==> src/rtl/cache_req_arbiter.sv <==
// Round-robin arbiter sharing one cache controller CPU port among NUM_REQ requesters.
// Optional watchdog enabled by defining ARB_TIMEOUT_EN.
module cache_req_arbiter #(
  parameter int unsigned NUM_REQ = 4,
  parameter int unsigned TIMEOUT = 255
) (
  input  logic                       clk,
  input  logic                       rst,
  input  logic [NUM_REQ-1:0]         req_valid,
  input  logic [NUM_REQ-1:0]         req_rw,
  input  logic [NUM_REQ*32-1:0]      req_addr,
  input  logic [NUM_REQ*128-1:0]     req_datain,
  output logic [NUM_REQ-1:0]         req_ack,
  output logic [31:0]                resp_data,
  output logic [$clog2(NUM_REQ)-1:0] resp_id,
  output logic                       busy,
  output logic                       timeout_err,
  output logic [31:0]                cpu_req_addr,
  output logic [127:0]               cpu_req_datain,
  output logic                       cpu_req_rw,
  output logic                       cpu_req_valid,
  input  logic [31:0]                cpu_req_dataout,
  input  logic                       cache_ready
);

  localparam int unsigned IdW = $clog2(NUM_REQ);

  typedef enum logic [1:0] {StIdle, StIssue, StWait} state_e;

  state_e         state_q, state_d;
  logic [IdW-1:0] ptr_q, ptr_d, gnt_q, gnt_d;
  logic           seen_low_q, seen_low_d;

  logic [NUM_REQ-1:0] req_ack_q, req_ack_d;
  logic [31:0]        resp_data_q, resp_data_d;
  logic [IdW-1:0]     resp_id_q, resp_id_d;
  logic               busy_q, busy_d;
  logic               timeout_err_q, timeout_err_d;
  logic [31:0]        addr_q, addr_d;
  logic [127:0]       datain_q, datain_d;
  logic               rw_q, rw_d;
  logic               valid_q, valid_d;

  logic           any_req;
  logic [IdW-1:0] win_id, sel;
  logic [31:0]    win_addr;
  logic [127:0]   win_datain;
  logic           win_rw;
  logic           wd_expire;

  // First requesting index at or after ptr, wrapping.
  always_comb begin
    any_req = 1'b0;
    win_id  = '0;
    sel     = '0;
    for (int unsigned k = 0; k < NUM_REQ; k++) begin
      sel = IdW'((32'(ptr_q) + k) % NUM_REQ);
      if (!any_req && req_valid[sel]) begin
        any_req = 1'b1;
        win_id  = sel;
      end
    end
  end

  always_comb begin
    win_addr   = '0;
    win_datain = '0;
    win_rw     = 1'b0;
    for (int i = 0; i < NUM_REQ; i++) begin
      if (win_id == IdW'(i)) begin
        win_addr   = req_addr[i*32 +: 32];
        win_datain = req_datain[i*128 +: 128];
        win_rw     = req_rw[i];
      end
    end
  end

`ifdef ARB_TIMEOUT_EN
  localparam int unsigned CntW = (TIMEOUT > 255) ? 16 : 8;

  logic [CntW-1:0] wd_q, wd_d;

  assign wd_expire = (wd_q + 1'b1) == CntW'(TIMEOUT);

  always_comb begin
    wd_d = wd_q;
    if (state_q == StIssue) begin
      wd_d = '0;
    end else if (state_q == StWait) begin
      wd_d = wd_q + 1'b1;
    end
  end

  always_ff @(posedge clk or posedge rst) begin
    if (rst) begin
      wd_q <= '0;
    end else begin
      wd_q <= wd_d;
    end
  end
`else
  assign wd_expire = 1'b0;
`endif

  always_comb begin
    state_d       = state_q;
    ptr_d         = ptr_q;
    gnt_d         = gnt_q;
    seen_low_d    = seen_low_q;
    req_ack_d     = '0;
    timeout_err_d = 1'b0;
    resp_data_d   = resp_data_q;
    resp_id_d     = resp_id_q;
    busy_d        = busy_q;
    addr_d        = addr_q;
    datain_d      = datain_q;
    rw_d          = rw_q;
    valid_d       = 1'b0;
    unique case (state_q)
      StIdle: begin
        if (any_req && cache_ready) begin
          addr_d   = win_addr;
          datain_d = win_datain;
          rw_d     = win_rw;
          valid_d  = 1'b1;
          busy_d   = 1'b1;
          gnt_d    = win_id;
          state_d  = StIssue;
        end
      end
      StIssue: begin
        seen_low_d = 1'b0;
        state_d    = StWait;
      end
      StWait: begin
        if (!cache_ready) begin
          seen_low_d = 1'b1;
        end
        // Completion needs ready to have dropped first; the issue cycle still shows it high.
        if (cache_ready && seen_low_q) begin
          resp_data_d = cpu_req_dataout;
          resp_id_d   = gnt_q;
          req_ack_d   = NUM_REQ'(1) << gnt_q;
          busy_d      = 1'b0;
          ptr_d       = (gnt_q == IdW'(NUM_REQ - 1)) ? '0 : gnt_q + 1'b1;
          state_d     = StIdle;
        end else if (wd_expire) begin
          resp_data_d   = '0;
          resp_id_d     = gnt_q;
          req_ack_d     = NUM_REQ'(1) << gnt_q;
          timeout_err_d = 1'b1;
          busy_d        = 1'b0;
          ptr_d         = (gnt_q == IdW'(NUM_REQ - 1)) ? '0 : gnt_q + 1'b1;
          state_d       = StIdle;
        end
      end
      default: state_d = StIdle;
    endcase
  end

  always_ff @(posedge clk or posedge rst) begin
    if (rst) begin
      state_q       <= StIdle;
      ptr_q         <= '0;
      gnt_q         <= '0;
      seen_low_q    <= 1'b0;
      req_ack_q     <= '0;
      resp_data_q   <= '0;
      resp_id_q     <= '0;
      busy_q        <= 1'b0;
      timeout_err_q <= 1'b0;
      addr_q        <= '0;
      datain_q      <= '0;
      rw_q          <= 1'b0;
      valid_q       <= 1'b0;
    end else begin
      state_q       <= state_d;
      ptr_q         <= ptr_d;
      gnt_q         <= gnt_d;
      seen_low_q    <= seen_low_d;
      req_ack_q     <= req_ack_d;
      resp_data_q   <= resp_data_d;
      resp_id_q     <= resp_id_d;
      busy_q        <= busy_d;
      timeout_err_q <= timeout_err_d;
      addr_q        <= addr_d;
      datain_q      <= datain_d;
      rw_q          <= rw_d;
      valid_q       <= valid_d;
    end
  end

  assign req_ack        = req_ack_q;
  assign resp_data      = resp_data_q;
  assign resp_id        = resp_id_q;
  assign busy           = busy_q;
  assign timeout_err    = timeout_err_q;
  assign cpu_req_addr   = addr_q;
  assign cpu_req_datain = datain_q;
  assign cpu_req_rw     = rw_q;
  assign cpu_req_valid  = valid_q;

endmodule

==> config.mk <==
export PLATFORM = sky130hd
export DESIGN_NAME = cache_req_arbiter
export DESIGN_NICKNAME = d
export VERILOG_FILES = /design/src/rtl/cache_req_arbiter.sv
export SDC_FILE = /design/constraint.sdc
export NUM_CORES = 1
export LEC_CHECK = 0
export ABC_AREA = 1
export BUFFER_PORTS_ARGS = -buffer_cell sky130_fd_sc_hd__buf_2
export CAP_MARGIN = 20
export CORE_AREA = 2 2 349 351
export DETAILED_ROUTE_END_ITERATION = 16
export DIE_AREA = 0 0 351 353
export SLEW_MARGIN = 5
export SYNTH_ARGS = -nofsm -noshare
export SYNTH_HDL_FRONTEND = slang
export SYNTH_SLANG_ARGS = --single-unit
==> constraint.sdc <==
create_clock -name clk -period 14.9 [get_ports clk]
set_input_delay 2.235 -clock clk [delete_from_list [all_inputs] [get_ports clk]]
set_output_delay 2.235 -clock clk [all_outputs]
set_load 0.005 [all_outputs]
==> impl_metrics.json <==
{
  "fin_crit_sh_pct": 38.5,
  "synth-xor-area-share_pct": 0,
  "synth-seq-cells": 208,
  "drv_cap": 0,
  "gp_congestion": 0.940,
  "grt.total_usage_pct": 16.2,
  "dr.max_layer_used": "met5",
  "grt_pass1_wl_um": 140000,
  "cellPowerDensity_mw_per_mm2": 286,
  "finalInstanceArea_sq_mm": 0.0205,
  "hold_class": "flop to flop",
  "setup_violations": 0,
  "wirelength_um": 105000,
  "nFillCells": 14000,
  "wl_per_cell_um": 23.4,
  "clock.fmax_mhz": 174,
  "dpl.hpwl_um": 83200,
  "synth_top_family_by_area": "simple AND/OR/NAND/NOR gates",
  "status": "complete, no violations",
  "grt_remaining_overflow": 0,
  "rsz0062_at_grt": "false",
  "slew_violations": 0,
  "min_from": "cpu_req_addr[2]",
  "synth_warnings": 0,
  "met1_length_um": 39700,
  "syn2layout_area_growth_pct": 54.5,
  "final_common_cell": "buf_2",
  "period_needed_ps": 5740,
  "core_sq_mm": 0.121,
  "timing.final.ws_setup_ps": 9160,
  "drt_pass1_iterations": 6,
  "via_per_inst": 4.05,
  "antenna_found_initial": 105,
  "synthAdderAreaFrac_pct": 0.378,
  "grt_start_max_net_pins": 171,
  "drive_above_1_share_pct": 34.3,
  "rows": 128,
  "drtIter0Drc": 1603,
  "cts_hold_buffers": 0,
  "tns_ps": 0,
  "finalClockSkew_ps": 24.7,
  "grt_pass1_vias": 17200,
  "leakage_nw": 11.4,
  "port_buffers": 883,
  "hold_path_end": "cpu_req_addr[2]",
  "muxShareOfSynthArea_pct": 0,
  "dp_slack_ps": 8610,
  "dieWidth_um": 351,
  "die-area_sq_mm": 0.124,
  "worst_setup_path_end_kind": "flop",
  "syn_area_sq_mm": 0.0133,
  "nets": 3497,
  "post_dp_cell_area_sq_mm": 0.0192,
  "rrSetupSlack_ps": 10190,
  "clk_pin_slew_worst_paths_ps": 50,
  "reg2regPathDepth": 14,
  "yosys.area.top_type": "dfrtp_1",
  "cts_tree": "done",
  "cts_resized": 0,
  "r2r-end": "cpu_req_datain[108]",
  "final_util_pct": 17.0,
  "cp.required_ps": 15360,
  "irDropWorstVdd_mv": 0.285,
  "vias": 18100,
  "critPathKind": "input pin to flop",
  "timing.rr.start": "ptr_q[0]",
  "hold_violations": 0,
  "num_io_pins": 885,
  "drc": 0,
  "postCtsSetupBuffers": 0,
  "syn_inst": 2032,
  "cts.sinks": 208,
  "clk_latency_ps": 590,
  "h-tree-depth": 2,
  "synth_area_leaders": "dfrtp_1, nand2_1, nand3_1, nand4_1, o21ai_1",
  "synth-simple-area-share_pct": 43.2,
  "holdWs_ps": 471,
  "ant_nets": 0,
  "final_cell_mix": "buf_2, nand2_1, nand3_1, dfrtp_1, inv_1",
  "clock_path_buffers": 3,
  "synth.top_cell.area_share_pct": 39.3,
  "worstPathMaxFanout": 170,
  "clockRootBuffer": "clkbuf_16",
  "wl_met3_um": 13700,
  "synth-compound-area-share_pct": 6.59,
  "seq_area_frac_synth_pct": 39.3,
  "initial_core_util_pct": 11.0,
  "slew_headroom_pct": 20.3,
  "ys_types": 25,
  "worstMarginPinSlew_ps": 1200,
  "syn_avg_cell_area_sq_um": 6.52,
  "synth_nets": 2719,
  "whs_path_depth": 2,
  "cts_made_buffers": 35,
  "start_kind": "input pin",
  "met2_length_um": 47700,
  "arrival_ps": 6200,
  "die_h_um": 353
}
## cell families after synthesis
kind of cell               count (synthesis)
other                                      1
adders and majority gates                  4
buffers and inverters                    345
DFF                                      208
and+or+nand+nor                         1301
AOI/OAI and AO/OA                        173
## through the flow
stage                     power, mW  cells
after floorplan                3.47   2032
after CTS                      5.99   4458
after global placement         5.02   4397
final                          5.86   4485
after detailed placement       5.06   4397
after global routing           6.40   4476
## registers in the layout (all words and copies together) (netlist names)
| name | count |
|---|---|
| gnt_q | 2 |
| cpu_req_valid | 1 |
| resp_id | 2 |
| seen_low_q | 1 |
| cpu_req_rw | 1 |
| req_ack | 4 |
| busy | 1 |
| resp_data | 32 |
| state_q | 2 |
| ptr_q | 2 |
| cpu_req_addr | 32 |
| cpu_req_datain | 128 |
## layer usage
| metal | global-route usage [%] | vias up |
|---|---|---|
| li1 | - | 8239 |
| met1 | 18.2 | 8628 |
| met2 | 26.3 | 940 |
| met3 | 8.59 | 258 |
| met4 | 4.88 | 84 |
| met5 | 0 | - |
## final cells by class
| type | instances | area (sq um) | area share [%] |
|---|---|---|---|
| clock inverter | 9 | 163 | 0.794 |
| antenna | 26 | 65.1 | 0.318 |
| timing repair buffer | 906 | 4620 | 22.5 |
| inverter | 180 | 688 | 3.36 |
| multi-input combinational | 1479 | 6700 | 32.7 |
| tap | 1625 | 2030 | 9.93 |
| sequential | 208 | 5200 | 25.4 |
| clock buffer | 52 | 1010 | 4.93 |
## power by group
part | internal [mW] | switching (mW)
Combinational | 1.12 | 2.87
Sequential | 0.839 | 0.157
Clock | 0.524 | 0.357
Total | 2.48 | 3.38
## worst max-delay path, cell delays in order
cell,delay [ps]
buf_2,90
inv_1,50
nand2_1,70
nand2_1,70
o21ai_2,210
inv_1,110
nand3_1,110
nand2_1,130
nand2_8,540
inv_2,320
nand2_8,540
buf_12,480
nand4_1,400
nand2_1,150
nand2_1,60
## how the worst max path moves through the flow
stage	from	depth (start not counted)	endpoint
after floorplan	rst	1	busy
after global placement	req_valid[3]	15	cpu_req_datain[108]
after detailed placement	req_valid[3]	15	cpu_req_addr[25]
after CTS	req_valid[1]	15	cpu_req_addr[14]
after global routing	req_valid[1]	15	cpu_req_addr[14]
final	req_valid[3]	15	cpu_req_datain[108]
## Yosys cell counts, drive strengths merged
master	count
nand2	793
nand3	330
dfrtp	208
inv	179
o21ai	170
nand4	161
clkbuf	84
buf	81
nor2	16
ha	4
a21boi	1
a21oi	1
clkinv	1
conb	1
o22ai	1
or2	1
No activity file was read; power rests on OpenSTA's default activity.
